$ cat config.mk
export PLATFORM = sky130hd
export DESIGN_NAME = ripple_carry_adder
export DESIGN_NICKNAME = d
export VERILOG_FILES = /design/src/rtl/ripple_carry_adder.sv
export SDC_FILE = /design/constraint.sdc
export NUM_CORES = 1
export LEC_CHECK = 0
export BUFFER_PORTS_ARGS = -buffer_cell sky130_fd_sc_hd__buf_4
export CORE_AREA = 2 2 61 69
export CTS_CLUSTER_SIZE = 20
export DETAILED_ROUTE_END_ITERATION = 6
export DIE_AREA = 0 0 63 71
export PLACE_DENSITY = 0.78
export SLEW_MARGIN = 30
export SYNTH_ARGS = -nofsm -noshare
export SYNTH_HDL_FRONTEND = slang
export SYNTH_SLANG_ARGS = --single-unit
$ cat constraint.sdc
create_clock -name clk -period 15.1 [get_ports clk]
set_clock_uncertainty 0.2 [all_clocks]
set_input_delay 0.755 -clock clk [delete_from_list [all_inputs] [get_ports clk]]
set_output_delay 0.755 -clock clk [all_outputs]
set_load 0.05 [all_outputs]
$ cat src/rtl/ripple_carry_adder.sv
// Unsigned WIDTH-bit ripple-carry adder built from per-bit full-adder cells, registered output.
// Optional input register stage enabled by defining RIPPLE_CARRY_ADDER_INPUT_REG_EN (latency 2).

module full_adder_cell (
    input  logic a,
    input  logic b,
    input  logic cin,
    output logic s,
    output logic cout
);
    logic half_sum;

    assign half_sum = a ^ b;
    assign s        = half_sum ^ cin;
    assign cout     = (a & b) | (cin & half_sum);
endmodule

module ripple_carry_adder #(
    parameter int WIDTH = 32
) (
    input  logic             clk,
    input  logic             rst,
    input  logic [WIDTH-1:0] A,
    input  logic [WIDTH-1:0] B,
    output logic [WIDTH:0]   SUM
);
    logic [WIDTH-1:0] op_a;
    logic [WIDTH-1:0] op_b;
    logic [WIDTH:0]   carry;
    logic [WIDTH-1:0] bit_sum;
    logic [WIDTH:0]   sum_reg;

`ifdef RIPPLE_CARRY_ADDER_INPUT_REG_EN
    logic [WIDTH-1:0] a_reg;
    logic [WIDTH-1:0] b_reg;

    always_ff @(posedge clk) begin
        if (rst) begin
            a_reg <= '0;
            b_reg <= '0;
        end else begin
            a_reg <= A;
            b_reg <= B;
        end
    end

    assign op_a = a_reg;
    assign op_b = b_reg;
`else
    assign op_a = A;
    assign op_b = B;
`endif

    // Carry enters the chain at bit 0 as zero and ripples upward one cell at a time.
    assign carry[0] = 1'b0;

    generate
        for (genvar gi = 0; gi < WIDTH; gi++) begin : g_bit
            full_adder_cell u_fa (
                .a    (op_a[gi]),
                .b    (op_b[gi]),
                .cin  (carry[gi]),
                .s    (bit_sum[gi]),
                .cout (carry[gi+1])
            );
        end
    endgenerate

    always_ff @(posedge clk) begin
        if (rst) begin
            sum_reg <= '0;
        end else begin
            sum_reg <= {carry[WIDTH], bit_sum};
        end
    end

    assign SUM = sum_reg;
endmodule

==> flow_summary_export.csv <==
group,metric,value,unit
die,dieArea,4470,um2
sta,fin_crit_sh,88.7,%
clocking,clkTransAtPathRegs,0.06,ns
sta,fin_setup_tns,0,ns
run,maxCapViolCount,0,
layout,diodes,0,
yosys,ys_ff_latch,33,
clocking,cts_num_sinks,33,
sta,setup_viol,0,
detailed_routing,drcViolationCount,0,
detailed_routing,post_drt_wl_per_cell,11.9,um
yosys,synthArstFlopShare,0,%
layout,area_delta_synth_final,57.1,%
die,start_util,40.4,%
yosys,synth_top_cells_by_count,"dfxtp_1 (33), fa_1 (31), nor2b_1 (30), inv_1 (7)",
sta,min_period,13.39,ns
sta,report.final.slew_viol_count,0,
clocking,clockBufferDepth,2,
critical_path,crit_top_cell,"fa_1",
clocking,cts_hold_buf,0,
critical_path,startpoint,"A[0]",
yosys,seq_area_frac_synth,42.9,%
critical_path,crit_path_start_kind,"input port",
power,design_power_total,0.000272,W
grt,grt_overflow,0,
yosys,synth_top_area_cell,"dfxtp_1",
clocking,tritoncts,"done",
critical_path,crit_path_end_kind,"register",
detailed_routing,dr.pass1.iters,4,
clocking,post_cts_buffers,0,
die,die_w,63,um
detailed_routing,via_per_inst,4.09,
yosys,ys_warn_count,0,
clocking,cts_resized,0,
layout,multi_input_area,832,um2
grt,grt_pass1_wl,5330,um
sta,hold_viol,0,
sta,worst_slew_pin_slew,0.325,ns
outcome,status,"finished clean",
layout,seq_area,661,um2
clocking,root_buffer,"clkbuf_8",
power,p_per_area,112,nW/um2
layout,largest_register_ffs,33,
yosys,synth_cells,108,
grt,track_usage,16.0,%
critical_path,cp_max_fo,1,
die,core_area,3810,um2
detailed_routing,first_iter_violations,25,
layout,n_fill_cell,303,
sta,fin_hold_ws,0.609,ns
yosys,syn_area,1540,um2
die,dieHeight,71,um
yosys,synth.avg_cell_area,14.3,um2
worst_hold_path,hp-start,"B[0]",
layout,layout.nets,308,
power,ir_drop,56.3,uV
yosys,synth.area.top_cells,"dfxtp_1 (43%), fa_1 (40%), nor2b_1 (12%)",
sta,fmax,74.7,MHz
detailed_routing,ant_nets,0,
grt,antenna_found_initial,0,
yosys,synth-main-ff-cell,"dfxtp_1",
detailed_routing,wl,3140,um
critical_path,crit_type,"input port to register",
yosys,post_synth_num_cell_types,7,
detailed_routing,vias,1076,
clocking,htreeDepth,2,
placed_design,portBuffers,98,
grt,grt_max_degree,34,
sta,slew-limit-headroom,78.3,%
power,power.leakage,1.16,nW
critical_path,critical_path_arrival,13.40,ns
yosys,synth_top_area_share,42.9,%
placed_design,dp_hpwl,2700,um
clocking,numCtsBuffers,5,
yosys,yosysMostFrequentCell,"dfxtp_1",
yosys,synth_edf_count,0,
yosys,synth.net_count,206,
critical_path,slowest_delay,0.42,ns
layout,drive_gt1_share,50.2,%
placed_design,gp_congestion,0.659,
die,fp-row-count,24,
critical_path,cp.required,15.11,ns
die,num_io_pins,99,
critical_path,crit_slowest_cell,"fa_1",
grt,grt_pass1_vias,1226,
sta,rsz0062_at_grt,"false",
worst_hold_path,min_path_type,"input port to register",
-- cells in the final DEF (no fill, tap or decap) --
cell       n
ha_1       1
fa_1      31
buf_4     98
nor2_1     3
nor2b_1   30
inv_1      7
clkbuf_8   7
clkinv_2   1
dfxtp_1   33
-- stage by stage --
step           instance area, um2  setup WS, ns  utilization [%]  cells
2_1_floorplan                1540          2.15                -    108
3_3_place_gp                 2320          1.69             60.8    255
3_5_place_dp                 2320          1.40             60.8    255
4_1_cts                      2420          1.70             63.5    263
5_1_grt                      2420          1.26             63.5    263
6_report                     2420          1.71             63.5    263
-- area by class of cell --
cell class,instances,area share [%]
clock inverters,1,0.207
multi-input cells,65,34.4
repair buffers,98,30.4
flip-flops and latches,33,27.3
clock buffers,7,3.98
well taps,52,2.69
inverters,7,1.09
-- critical path: cells and delay by family --
kind                     cells  cell delay, ns
adder cells (fa/ha/maj)     32           12.18
buffers and inverters        4            0.32
AND/OR/NAND/NOR              1            0.12
-- worst paths after layout --
path              slack (ns)            endpoint  cells after the start
hold / removal          0.61   SUM[0]$_SDFF_PP0_                      3
setup / recovery        1.71  SUM[31]$_SDFF_PP0_                     37
-- routing by layer --
layer	global-route usage [%]	share of wire, %
met2	29.0	55
met4	6.67	1.7
met1	16.2	33
met5	0	0
met3	6.52	10
-- cells by family after synthesis --
kind of cell | share of synthesized area [%]
flops | 42.9
fa+ha+maj | 41.1
simple gates | 12.9
buf+inv | 3.17
-- power breakdown --
group / switching [W] / internal [W] / total, W
Combinational: 0.0000603 / 0.0000392 / 0.0000995
Sequential: 0.00000269 / 0.0000984 / 0.000101
Clock: 0.0000303 / 0.0000411 / 0.0000714
Total: 0.0000933 / 0.000179 / 0.000272
Power figures use the tool's default switching activity.
